==> config.mk <==
export PLATFORM = sky130hd
export DESIGN_NAME = fetch_queue
export DESIGN_NICKNAME = d
export VERILOG_FILES = /design/src/rtl/fetch_queue.sv
export SDC_FILE = /design/constraint.sdc
export NUM_CORES = 1
export LEC_CHECK = 0
export CAP_MARGIN = 20
export CORE_MARGIN = 3
export CORE_UTILIZATION = 50
export DETAILED_ROUTE_END_ITERATION = 10
export GPL_TIMING_DRIVEN = 0
export PLACE_DENSITY = 0.87
export SETUP_SLACK_MARGIN = 0.3
export SYNTH_ARGS = -nofsm -noshare
export SYNTH_HDL_FRONTEND = slang
export SYNTH_SLANG_ARGS = --single-unit
==> constraint.sdc <==
create_clock -name clk -period 2.3 [get_ports clk]
set_clock_uncertainty 0.2 [all_clocks]
set_input_delay 0.46 -clock clk [delete_from_list [all_inputs] [get_ports clk]]
set_output_delay 0.46 -clock clk [all_outputs]
set_load 0.01 [all_outputs]
==> src/rtl/fetch_queue.sv <==
// ============================================================================
// fetch_queue : instruction fetch issue plus decode-side prefetch queue
// Optional macro FETCH_QUEUE_BYPASS_EN: empty-queue response forwarded to decode
// Revision    : 1.0
// ============================================================================
`default_nettype none

module fetch_queue #(
  parameter int              PC_W     = 16,
  parameter int              ADDR_W   = 14,
  parameter int              DATA_W   = 16,
  parameter int              DEPTH    = 4,
  parameter logic [PC_W-1:0] RESET_PC = '0
) (
  input  logic                       clk,
  input  logic                       reset,
  input  logic                       redirect_en,
  input  logic [PC_W-1:0]            redirect_pc,
  input  logic [DATA_W-1:0]          mem_rdata,
  input  logic                       id_ready,
  output logic                       mem_req,
  output logic [ADDR_W-1:0]          mem_addr,
  output logic [PC_W-1:0]            fetch_npc,
  output logic                       if_valid,
  output logic [DATA_W-1:0]          if_instr,
  output logic [PC_W-1:0]            if_npc,
  output logic [$clog2(DEPTH):0]     fill_level
);

  localparam int PTR_W = $clog2(DEPTH);
  localparam int CNT_W = PTR_W + 1;

  logic [PC_W-1:0]   fetch_pc_q;
  logic              inflight_q;
  logic [PC_W-1:0]   infl_npc_q;
  logic [CNT_W-1:0]  count_q, count_d;
  logic [PTR_W-1:0]  rd_ptr_q, wr_ptr_q;
  logic [DATA_W-1:0] instr_q [DEPTH];
  logic [PC_W-1:0]   npc_q   [DEPTH];

  logic resp_valid, wr_en, rd_en, pop;

  // A response that lands during a redirect belongs to the old path.
  assign resp_valid = inflight_q & ~redirect_en;
  assign mem_req    = ~reset & ~redirect_en &
                      (({1'b0, count_q} + {{CNT_W{1'b0}}, inflight_q}) < (CNT_W+1)'(DEPTH));
  assign mem_addr   = fetch_pc_q[ADDR_W-1:0];
  assign fetch_npc  = fetch_pc_q + PC_W'(1);
  assign fill_level = count_q;

`ifdef FETCH_QUEUE_BYPASS_EN
  logic byp;
  always_comb begin
    byp      = resp_valid & (count_q == '0);
    if_valid = (count_q != '0) | byp;
    if_instr = byp ? mem_rdata  : instr_q[rd_ptr_q];
    if_npc   = byp ? infl_npc_q : npc_q[rd_ptr_q];
    pop      = if_valid & id_ready & ~redirect_en;
    wr_en    = resp_valid & ~(byp & id_ready);
    rd_en    = pop & ~byp;
  end
`else
  always_comb begin
    if_valid = (count_q != '0);
    if_instr = instr_q[rd_ptr_q];
    if_npc   = npc_q[rd_ptr_q];
    pop      = if_valid & id_ready & ~redirect_en;
    wr_en    = resp_valid;
    rd_en    = pop;
  end
`endif

  always_comb begin
    count_d = count_q;
    case ({wr_en, rd_en})
      2'b10:   count_d = count_q + CNT_W'(1);
      2'b01:   count_d = count_q - CNT_W'(1);
      default: count_d = count_q;
    endcase
  end

  always_ff @(posedge clk) begin
    if (reset) begin
      fetch_pc_q <= RESET_PC;
      inflight_q <= 1'b0;
      infl_npc_q <= '0;
      count_q    <= '0;
      rd_ptr_q   <= '0;
      wr_ptr_q   <= '0;
      for (int i = 0; i < DEPTH; i++) begin
        instr_q[i] <= '0;
        npc_q[i]   <= '0;
      end
    end else if (redirect_en) begin
      fetch_pc_q <= redirect_pc;
      inflight_q <= 1'b0;
      count_q    <= '0;
      rd_ptr_q   <= '0;
      wr_ptr_q   <= '0;
    end else begin
      inflight_q <= mem_req;
      if (mem_req) begin
        fetch_pc_q <= fetch_npc;
        infl_npc_q <= fetch_npc;
      end
      if (wr_en) begin
        instr_q[wr_ptr_q] <= mem_rdata;
        npc_q[wr_ptr_q]   <= infl_npc_q;
        wr_ptr_q          <= wr_ptr_q + PTR_W'(1);
      end
      if (rd_en) rd_ptr_q <= rd_ptr_q + PTR_W'(1);
      count_q <= count_d;
    end
  end

`ifndef SYNTHESIS
  always_ff @(posedge clk) begin
    if (!reset && !redirect_en)
      assert (!(wr_en && count_q == CNT_W'(DEPTH)))
        else $error("fetch_queue: push into full queue");
  end
`endif

endmodule

`default_nettype wire

# Yosys cells after proc, flatten, opt, wreduce, memory -nomap -nowiden
# Memory sizes are Yosys's and may differ from the RTL's. A register that Yosys moved wholly into a read port is not among the register bits.
# Index checks and enable logic that the tools add are counted.
# word_totals
regBits	40
latchBits	0
ramBits	128
mem_bits_ro	0
input_bits	36
output_inout_bits	67
word_cells	50
memories	2
# classes
n_addsub	6
mul	0
div_mod_pow	0
order_cmp	1
n_eq_ne	2
shift	0
muxes	19
bitwise	7
n_reduce_logical	7
# memory_table
name	depth	width	read_ports	rd_clocked_by_memory_dff	write_ports	line_no	source
instr_q	4	16	1	1	4	38	logic [DATA_W-1:0] instr_q [DEPTH];
npc_q	4	16	1	1	4	39	logic [PC_W-1:0] npc_q [DEPTH];
# op_table
cell	count
$mux W16	4
$reduce_or A16 Y1	2
$add A16 B1 Y16 const B	1
$mux W2	6
$mux W1	8
$pmux W3 S2	1
$and A1 B1 Y1	5
$add A2 B1 Y2 const B	2
$add A3 B1 Y4	1
$lt A4 B3 Y1 const B	1
$reduce_bool A2 Y1	2
$add A3 B1 Y3 const B	1
$reduce_bool A3 Y1	1
$sub A3 B1 Y3 const B	1
$eq A2 B1 Y1 const B	1
$eq A2 B2 Y1 const B	1
$not A1 Y1	2
$reduce_and A2 Y1	1
$reduce_or A2 Y1	1

# Depth between registers and ports, before layout
# Gate-level depths: netlist of run 1.
# depth
depth_word	8
ltp_mapped	9
ltp_nobuf	8

# Worst setup path before layout of run 1
# Ideal clock, no wire load.
# synth_path
path_type	input -> register
start	input port reset
end	memory instr_q[0][0] (enable)
setup_time_ns	0.388
arrival_time_ns	1.730
required_time_ns	1.712
path_slack_ns	-0.018
stages	3
n_path_buf	2
cell_sequence	clkbuf_1 > clkbuf_1 > a21o_1
# synth_rtl
item	line_no	source
start, declared	16	input logic reset,
end, declared	38	

# Worst setup path after layout of run 1
# layout_path
start	register fetch_pc_q[1]
end	output port fetch_npc[12]
# layout_via
elab_chain_cells	1
# layout_lines
item	line_no	source
start, declared	33	logic [PC_W-1:0] fetch_pc_q;
start signal, assigned	95	fetch_pc_q <= redirect_pc;
start signal, assigned	103	fetch_pc_q <= fetch_npc;
$add A16 B1 Y16	48	assign fetch_npc = fetch_pc_q + PC_W'(1);
end, declared	23	output logic [PC_W-1:0] fetch_npc,
# Every way passes these cells.

==> results by group, run 1 <==
Critical path
  • CP Max Fanout: 2
  • WP buf/inv: 2
  • Flop2flop setup slack: -410 ps
  • CP Data Arrival Time: between 2000 and 2500 ps
  • Worst Reg2Reg Path Length in Cells: 10
  • CP required: approximately 1600 ps
  • Worst setup SP type: register
  • Top delay family on crit path: simple AND/OR/NAND/NOR gates
  • FF-to-FF Start: fetch_pc_q[1]
  • R2R Path End: fetch_pc_q[12]
  • Crit end category: output pin
  • WS Path Type: register to output pin
  • Critical-path cell with the highest stage delay: or4_4
  • CP cell instances: ha_4, nand4_1, or4_4, xor2_2, inv_1, buf_2
  • CP peak stage delay: approximately 500 ps

Logic synthesis
  • Register area share after synthesis: 0.607
  • Xor/xnor cell area share of the yosys netlist: 0.0329
  • Mux contribution to synthesized area: 0.0947
  • Syn Nets: 629
  • Largest family of logic cells by synthesized area: simple AND/OR/NAND/NOR gates
  • Ys async rst share: 0
  • Ranking of synthesized cells by area: edfxtp_1 50%, dfxtp_1 11%, mux4_2 9.3%
  • Top-area cell type share of the netlist area: 0.498
  • Synth Area in Compound Gates: 0.0462
  • Yosys top cell by area: edfxtp_1
  • Post-synthesis adder-cell area fraction: 0.00584
  • Post-synth cell types: 40
  • Yosys Warn Count: 0
  • Mapped Cells: 590
  • Top_reg_cell synth: edfxtp_1
  • Mapped Avg Cell Area: between 10 and 15 sq um
  • Post-Syn Area: around 7700 sq um
  • EDFF count, synth: around 130
  • Register bit total from synthesis: between 150 and 200
  • Most frequent cells after synthesis: 128 x edfxtp_1, 97 x and2_1, 44 x nor2_1, 42 x dfxtp_1
  • Synth Area in Simple Gates: 0.168
  • Top-count cell post-synth: edfxtp_1

Floorplan
  • Die Y: 130 um
  • Rows: 44
  • # IOs: just over 100
  • Std-Cell Core Area: ~15000 sq um
  • Die area: between 15000 and 20000 sq um
  • Initial Util: 0.521
  • Chip Width: between 100 and 150 um

Routing
  • DRC: 0
  • Pre-Repair DR Iteration Count: 6
  • Vias/cell: 6.03
  • Routed Antenna Nets: 0
  • Wire length per cell: between 20 and 25 um
  • 1st-iter DRT viols: ~520
  • Via count: 6085
  • DRT Wirelength: 23.6 mm

Layout
  • Non-Filler Instances: roughly 1000
  • Fin nets: 851
  • Diodes inserted: 0
  • Area Growth Syn to Fin: 46.3%
  • Filler cells: slightly below 800
  • Layout cells sized above 1: 0.422

Global route
  • Initial antenna violation count: 0
  • First-pass GRT wire length: 33.3 mm
  • Total gr overflow: 0
  • Vias in the first global route: 6109
  • GRT Total Usage: 0.262
  • Pin count of the biggest net entering global routing: 33

CTS
  • Clk sink count: 170
  • Clock Latency Late Sink: roughly 430 ps
  • H-tree depth: 4
  • CTS Hold Bufs: 0
  • Root buffer cell: clkbuf_16
  • Maximum clock path buffer count: 2
  • CTS Buf Count: 17
  • TritonCTS clock tree: done
  • Reg clk slew, reported paths: roughly 70 ps

Timing
  • Final setup margin: -422 ps
  • Worst slew pin tran: ~630 ps
  • Final Setup Violations: 46
  • RSZ-0062 raised after global routing: true
  • Fmax: 0.367 GHz
  • Tmin final: 2720 ps
  • Max_slew headroom: 0.580
  • Final Max Slew Viols: 0
  • Final Hold Viols: 0
  • Final period util: 1.18

Place
  • HPWL after DPL: 11.9 mm
  • Placer Congestion: around 0.87
  • I/O Buffers: 101
  • Placed cell count: 875
  • Dpl ws: -696 ps

Pwr
  • P_leak: ~4.6 nW
  • Cell Pwr Density: 643 nW/um^2
  • Peak VDD IR: ~600 uV

Status
  • Outcome: complete, but fails checks
  • Failing checks: negative setup slack

Min path
  • Tightest Hold Check Type: input pin to register
  • Worst hold path depth: 2
  • WHS Endpoint: fetch_pc_q[15]
  • Min-delay src: redirect_en

Run
  • Max_cap viols: 0
-- logic make-up (layout without fill, tap and decap cells) --
family	after synthesis	in the layout
buffers and inverters	77	309
and+or+nand+nor	228	228
adders and majority gates	3	3
DFF	170	170
xor gates and xnor gates	29	29
AOI/OAI and AO/OA	50	53
muxes	33	33
-- per-layer routing --
metal  up-vias  routed length (um)  GRT usage
met5         -                   0          0
met2       426               12100      0.453
met3        82                2000     0.0508
li1       2590                   -          -
met4         0                 795      0.120
met1      2987                8670      0.319
-- worst register-to-register path: stages (launching register included) --
cell and delay, ps:
dfxtp_4 370, ha_4 140, nand4_1 170, or4_4 500
buf_6 140, buf_6 100, buf_6 100, buf_6 100
buf_6 100, or3_4 360, a311oi_2 310
-- flip-flops by register name, summed over array words and instances (netlist names), named ones only --
name / flops
wr_ptr_q: 2
npc_q: 64
inflight_q: 1
fetch_pc_q: 16
instr_q: 64
fill_level: 3
rd_ptr_q: 2
infl_npc_q: 16
-- power breakdown --
part,total [mW],internal [mW],switching (mW),leakage (nW)
registers,3.51,3.42,0.0848,1.68
clock network,2.95,1.78,1.17,0.310
logic,0.805,0.406,0.399,2.58
total,7.26,5.61,1.65,4.57
-- stage by stage --
step                      total power, mW  hold slack [ps]  utilization  TNS (ps)  instance area (sq um)
after CTS                            7.09              123        0.725     -8970                  10700
after floorplan                      3.85              249            -         0                   7800
after detailed placement             4.17              321        0.610   -120400                   9040
after global routing                 7.43              123        0.762    -12340                  11300
final                                7.26              132        0.762    -10420                  11300
after global placement               4.15              288        0.610   -111740                   9040
-- worst max path at each step --
stage | slack, ps | end | cells after the start | startpoint
final | -420 | fetch_npc[12] | 6 | fetch_pc_q[1]
after global routing | -450 | fetch_npc[10] | 9 | fetch_pc_q[1]
after CTS | -360 | fetch_npc[12] | 6 | fetch_pc_q[0]
after detailed placement | -700 | mem_req | 6 | reset
after global placement | -680 | mem_req | 6 | reset
after floorplan | 180 | fill_level[2] | 9 | redirect_en
-- cells in the final DEF, fill, tap and decap left out, types with 11 or more instances in the layout --
cell type	count
nor2_1	36
and3_1	32
buf_2	17
buf_4	79
clkbuf_1	11
clkdlybuf4s50_1	32
edfxtp_1	128
dlygate4sd2_1	12
clkbuf_16	23
dfxtp_1	22
buf_6	64
dfxtp_4	16
and2_1	97
a211oi_1	18
nand2_1	11
inv_1	19
mux4_2	32
clkbuf_2	17
xnor2_1	11
-- layout make-up --
cell class / count / area [sq um] / share of cell area
sequential: 170 / 4750 / 0.421
clock buffer: 29 / 602 / 0.0533
clock inverter: 3 / 17.5 / 0.00155
tap: 184 / 230 / 0.0204
timing repair buffer: 200 / 1930 / 0.171
inverter: 23 / 88.8 / 0.00787
buffer: 54 / 438 / 0.0388
multi-input combinational: 346 / 3230 / 0.286
-- what timing repair did --
action / CTS / global route
gates cloned: 4 / 2
pin swaps: 30 / 39
setup buffers: 68 / 28
endpoints found under the setup margin: 332 / 186
resized for setup: 389 / 83
Note: power is estimated with default switching activity, not from simulation.
==> inputs of run 2 (changes only) <==
--- a/config.mk
+++ b/config.mk
@@ -11,7 +11,7 @@
 export DETAILED_ROUTE_END_ITERATION = 10
 export GPL_TIMING_DRIVEN = 0
 export PLACE_DENSITY = 0.87
-export SETUP_SLACK_MARGIN = 0.3
+export SETUP_SLACK_MARGIN = 0.2
 export SYNTH_ARGS = -nofsm -noshare
 export SYNTH_HDL_FRONTEND = slang
 export SYNTH_SLANG_ARGS = --single-unit
==> run 2 against run 1 <==
The run still ends with negative setup slack left. Flip-flop and latch count stayed put. Worst setup slack gained 52 ps. First-iteration DRC count is 22% higher. Non-clock buffer count down 15. Total power shrank 3.2%. Clock power fell by 6%. Via count shrank 4.1%. Combinational power is 6.7% lower. Count of clock-buffer cells in the layout shrank 7. Sequential power about the same. Routed wire length shrank 7.2%. Die area stayed put. Critical path type unchanged.
==> results by group, run 2 (synthesis gave the netlist of run 1 again) <==
Critical path
  • Critical-path cell with the highest stage delay: or4_4
  • CP required: 1640 ps
  • CP Data Arrival Time: 2010 ps
  • WP buf/inv: 2
  • Crit end category: output pin
  • CP cell instances: nand2_2, or4_4, xor2_4, inv_1, buf_2
  • CP Max Fanout: 6
  • Worst setup SP type: register
  • Top delay family on crit path: simple AND/OR/NAND/NOR gates
  • CP peak stage delay: around 620 ps
  • WS Path Type: register to output pin
  • Flop2flop setup slack: approximately 90 ps

CTS
  • TritonCTS clock tree: done
  • H-tree depth: 4
  • Clk sink count: 170
  • Reg clk slew, reported paths: 70 ps
  • CTS Buf Count: 17
  • Maximum clock path buffer count: 2
  • Clock Latency Late Sink: about 440 ps
  • CTS Hold Bufs: 0
  • Root buffer cell: clkbuf_16

Pwr
  • Internal power: approximately 5.4 mW
  • Cell Pwr Density: around 640 nW/um^2
  • P_leak: 4.43 nW
  • Combinational power share: 0.107
  • Sw frac: 0.235
  • Switching Power: roughly 1.6 mW
  • Total power draw: between 7 and 8 mW
  • Clock power share: 0.394
  • Peak VDD IR: 530 uV
  • Seq pwr share: 0.499

Floorplan
  • Initial Util: 0.521
  • Std-Cell Core Area: roughly 15000 sq um
  • Chip Width: ~130 um
  • Rows: 44
  • # IOs: between 100 and 150
  • Die Y: approximately 130 um
  • Die area: about 17000 sq um

Global route
  • Vias in the first global route: 5928
  • Initial antenna violation count: 0
  • GRT Total Usage: 0.253
  • Total gr overflow: 0
  • First-pass GRT wire length: ~32 mm
  • Pin count of the biggest net entering global routing: 33

Place
  • I/O Buffers: between 100 and 150
  • Dpl ws: -867 ps
  • Placer Congestion: just under 0.9
  • HPWL after DPL: around 12 mm

Timing
  • Max_slew headroom: 0.570
  • Tmin final: about 2700 ps
  • Final Setup Violations: 45
  • Final setup margin: -371 ps
  • Final period util: 1.16
  • Fin Hold WS: between 100 and 150 ps
  • RSZ-0062 raised after global routing: true
  • Final TNS setup: -8480 ps
  • Worst slew pin tran: 645 ps
  • Final Max Slew Viols: 0
  • Fmax: between 0.3 and 0.4 GHz
  • Final Hold Viols: 0

Status
  • Outcome: complete, but fails checks
  • Failing checks: negative setup slack

Run
  • Max_cap viols: 0

Min path
  • Tightest Hold Check Type: input pin to register

Layout
  • Most frequent cells in the layout: 128 x edfxtp_1, 97 x and2_1, 73 x buf_4
  • Biggest regs: instr_q x64, npc_q x64
  • Commonest non-fill, non-tap cell in the layout: edfxtp_1
  • Post-layout util: 0.742
  • Area Growth Syn to Fin: 42.4%
  • Storage cell area: 4750 sq um
  • Multi-input logic area: roughly 3200 sq um
  • Diodes inserted: 0
  • Filler cells: 857
  • Layout cells sized above 1: 0.402
  • Fin nets: between 800 and 900

Routing
  • Routed Antenna Nets: 0
  • 1st-iter DRT viols: ~630
  • DRC: 0
  • Wire length per cell: 22.1 um
  • Pre-Repair DR Iteration Count: 5
  • Top layer reached by signal wires: met4
  • Routed met1 length: between 8 and 9 mm
  • Via count: 5833
  • Met3 wire len: between 1.5 and 2 mm
  • Routed length on met2: 11.1 mm
  • Vias/cell: 5.88
  • DRT Wirelength: approximately 22 mm
## run 2: power by group through the flow
| stage | sequential [mW] | combinational (mW) | clock (mW) |
|---|---|---|---|
| floorplan | 3.54 | 0.301 | 0 |
| global placement | 3.56 | 0.579 | 0 |
| detailed placement | 3.58 | 0.590 | 0 |
| CTS | 3.50 | 0.667 | 2.76 |
| global route | 3.52 | 0.794 | 2.92 |
| finish | 3.51 | 0.751 | 2.77 |
## run 2: layer usage
metal  GRT usage  up-vias
li1            -     2549
met1       0.316     2876
met2       0.426      347
met3      0.0630       61
met4      0.0941        0
met5           0        -
## run 2: worst min-delay path, cell delays in order
cell and delay (ps):
clkbuf_8 150, nand2_1 60, a21oi_1 50
## run 2: worst paths after layout
check                                    from            end  cells past startpoint
worst max register to register  fill_level[2]  fill_level[2]                      8
worst min-delay path              redirect_en  fetch_pc_q[0]                      3
worst max-delay path            fetch_pc_q[4]  fetch_npc[12]                      5
worst min register to register  infl_npc_q[6]  infl_npc_q[6]                      2
## run 2: cell type report
| type | count | share of cell area |
|---|---|---|
| Sequential cell | 170 | 0.432 |
| Multi-Input combinational cell | 344 | 0.291 |
| Timing Repair Buffer | 185 | 0.159 |
| Clock buffer | 22 | 0.0432 |
| Buffer | 54 | 0.0379 |
| Tap cell | 184 | 0.0209 |
| Clock inverter | 10 | 0.00820 |
| Inverter | 23 | 0.00786 |
## run 2: per-stage QoR
step | instances | area, sq um
3_3_place_gp | 875 | 9000
6_report | 992 | 11000
2_1_floorplan | 590 | 7760
3_5_place_dp | 875 | 9000
5_1_grt | 992 | 11000
4_1_cts | 965 | 10500
## run 2: what timing repair did
| item | in CTS | in global routing |
|---|---|---|
| endpoints found under the hold margin | 0 | 0 |
| endpoints found under the setup margin | 320 | 139 |
| gates cloned | 3 | 1 |
| buffers inserted | 55 | 26 |
| gates resized for setup | 360 | 71 |
| pin swaps | 25 | 29 |
==> inputs of run 3 (changes only) <==
--- a/config.mk
+++ b/config.mk
@@ -12,6 +12,7 @@
 export GPL_TIMING_DRIVEN = 0
 export PLACE_DENSITY = 0.87
 export SETUP_SLACK_MARGIN = 0.2
+export SKIP_CTS_REPAIR_TIMING = 1
 export SYNTH_ARGS = -nofsm -noshare
 export SYNTH_HDL_FRONTEND = slang
 export SYNTH_SLANG_ARGS = --single-unit
==> run 3 against run 2 <==
The flow still finishes with violations (negative setup slack). Total power shrank 0.67%. Sequential power about the same. Cell area fell by 3.3%. Die area stayed put. Sequential share of layout area up 1.5 points. Critical path depth up 2. Via count down 0.72%. Critical path type unchanged. Largest power group unchanged.
==> results by group, run 3 (synthesis gave the netlist of run 1 again) <==
Status
  • Failing checks: negative setup slack
  • Outcome: complete, but fails checks

Place
  • Placed cell area: ~9000 sq um
  • Placed cell count: 875
  • Placer Congestion: a little under 0.9
  • HPWL after DPL: between 10 and 15 mm
  • I/O Buffers: slightly above 100

Floorplan
  • Std-Cell Core Area: between 10000 and 15000 sq um
  • Rows: 44
  • Chip Width: 130 um
  • Die Y: around 130 um
  • Die area: approximately 17000 sq um
  • Initial Util: 0.521
  • # IOs: ~100

Critical path
  • Worst Setup EP: fetch_npc[12]
  • WS Path Type: register to output pin
  • Critical Path Start: fetch_pc_q[1]
  • FF-to-FF Start: fetch_pc_q[1]
  • Crit end category: output pin
  • Worst Reg2Reg Path Length in Cells: 6
  • R2R Path End: fetch_pc_q[12]
  • CP Max Fanout: 5
  • Worst setup SP type: register
  • Flop2flop setup slack: -20 ps
  • CP Data Arrival Time: 2240 ps
  • CP required: 1640 ps

CTS
  • TritonCTS clock tree: done
  • Root buffer cell: clkbuf_16
  • Maximum clock path buffer count: 2
  • Clock Latency Late Sink: approximately 440 ps
  • Reg clk slew, reported paths: approximately 60 ps
  • H-tree depth: 4
  • CTS Buf Count: 17
  • Clk sink count: 170

Routing
  • DRT Wirelength: between 20 and 25 mm
  • DRC: 0
  • 1st-iter DRT viols: 582
  • Wire length per cell: roughly 22 um
  • Routed Antenna Nets: 0
  • Via count: a little under 6000
  • Pre-Repair DR Iteration Count: 5
  • Vias/cell: around 5.9

Global route
  • Pin count of the biggest net entering global routing: 33
  • First-pass GRT wire length: between 20 and 30 mm
  • Vias in the first global route: about 5300
  • GRT Total Usage: 0.218
  • Initial antenna violation count: 0
  • Total gr overflow: 0

Timing
  • Worst slew pin tran: 857 ps
  • Final TNS setup: -8930 ps
  • Max_slew headroom: 0.426
  • Tmin final: roughly 2900 ps
  • Final period util: 1.26
  • Final Setup Violations: 46
  • Fmax: roughly 0.35 GHz
  • Fin Hold WS: between 100 and 150 ps
  • Final setup margin: -597 ps
  • RSZ-0062 raised after global routing: true
  • Final Hold Viols: 0
  • Final Max Slew Viols: 0

Pwr
  • Cell Pwr Density: 657 nW/um^2
  • Peak VDD IR: about 540 uV
  • P_leak: 4.49 nW

Layout
  • Layout cells sized above 1: 0.370
  • Biggest regs: instr_q x64, npc_q x64
  • Most frequent cells in the layout: 128 x edfxtp_1, 97 x and2_1, 79 x buf_4
  • Non-Filler Instances: approximately 980
  • Filler cells: 906
  • Fin nets: just over 800
  • Commonest non-fill, non-tap cell in the layout: edfxtp_1
  • Post-layout util: 0.718
  • Area Growth Syn to Fin: 37.7%
  • Final Cell Area: 10600 sq um

Run
  • Max_cap viols: 0

Min path
  • Tightest Hold Check Type: input pin to register
-- run 3: metrics by stage --
stage / setup slack (ps) / power (mW)
floorplan: 172 / 3.85
global placement: -771 / 4.14
detailed placement: -867 / 4.17
CTS: -973 / 6.87
global route: -651 / 7.17
finish: -597 / 6.98
-- run 3: power breakdown --
| part | switching [mW] | internal [mW] | total (mW) |
|---|---|---|---|
| Combinational | 0.349 | 0.345 | 0.694 |
| Clock | 1.20 | 1.58 | 2.78 |
| Sequential | 0.0902 | 3.42 | 3.51 |
| Total | 1.64 | 5.35 | 6.98 |
-- run 3: layout make-up --
cell class | count | area, sq um | area share
clock buffer | 22 | 474 | 0.0446
antenna | 1 | 2.50 | 0.000235
inverter | 23 | 86.3 | 0.00812
sequential | 170 | 4750 | 0.447
clock inverter | 10 | 90.1 | 0.00848
buffer | 53 | 393 | 0.0370
timing repair buffer | 175 | 1510 | 0.142
tap | 184 | 230 | 0.0217
multi-input combinational | 344 | 3090 | 0.291
-- run 3: worst max-delay path, cell delays in order (launching register included) --
cell and delay, ps:
dfxtp_4 390, ha_4 170, nand4_1 180, buf_4 210, or4_4 470, xor2_4 210
inv_1 60, buf_2 130
-- run 3: worst min-delay path by stage --
stage                              from             end  slack [ps]  depth (start not counted)
after global routing        redirect_en   fetch_pc_q[0]         130                          3
after CTS                   redirect_en  fetch_pc_q[15]         110                          2
after global placement    fetch_pc_q[0]   infl_npc_q[0]         290                          1
after floorplan           fetch_pc_q[0]   infl_npc_q[0]         250                          1
after detailed placement  fetch_pc_q[0]   infl_npc_q[0]         310                          1
final                       redirect_en   fetch_pc_q[0]         130                          3
-- run 3: routing by layer --
layer / global-route usage / up-vias / part of all wire
met3: 0.0594 / 62 / 0.079
met4: 0.0532 / 0 / 0.031
met5: 0 / - / 0
met1: 0.286 / 2880 / 0.38
li1: - / 2530 / -
met2: 0.362 / 319 / 0.51
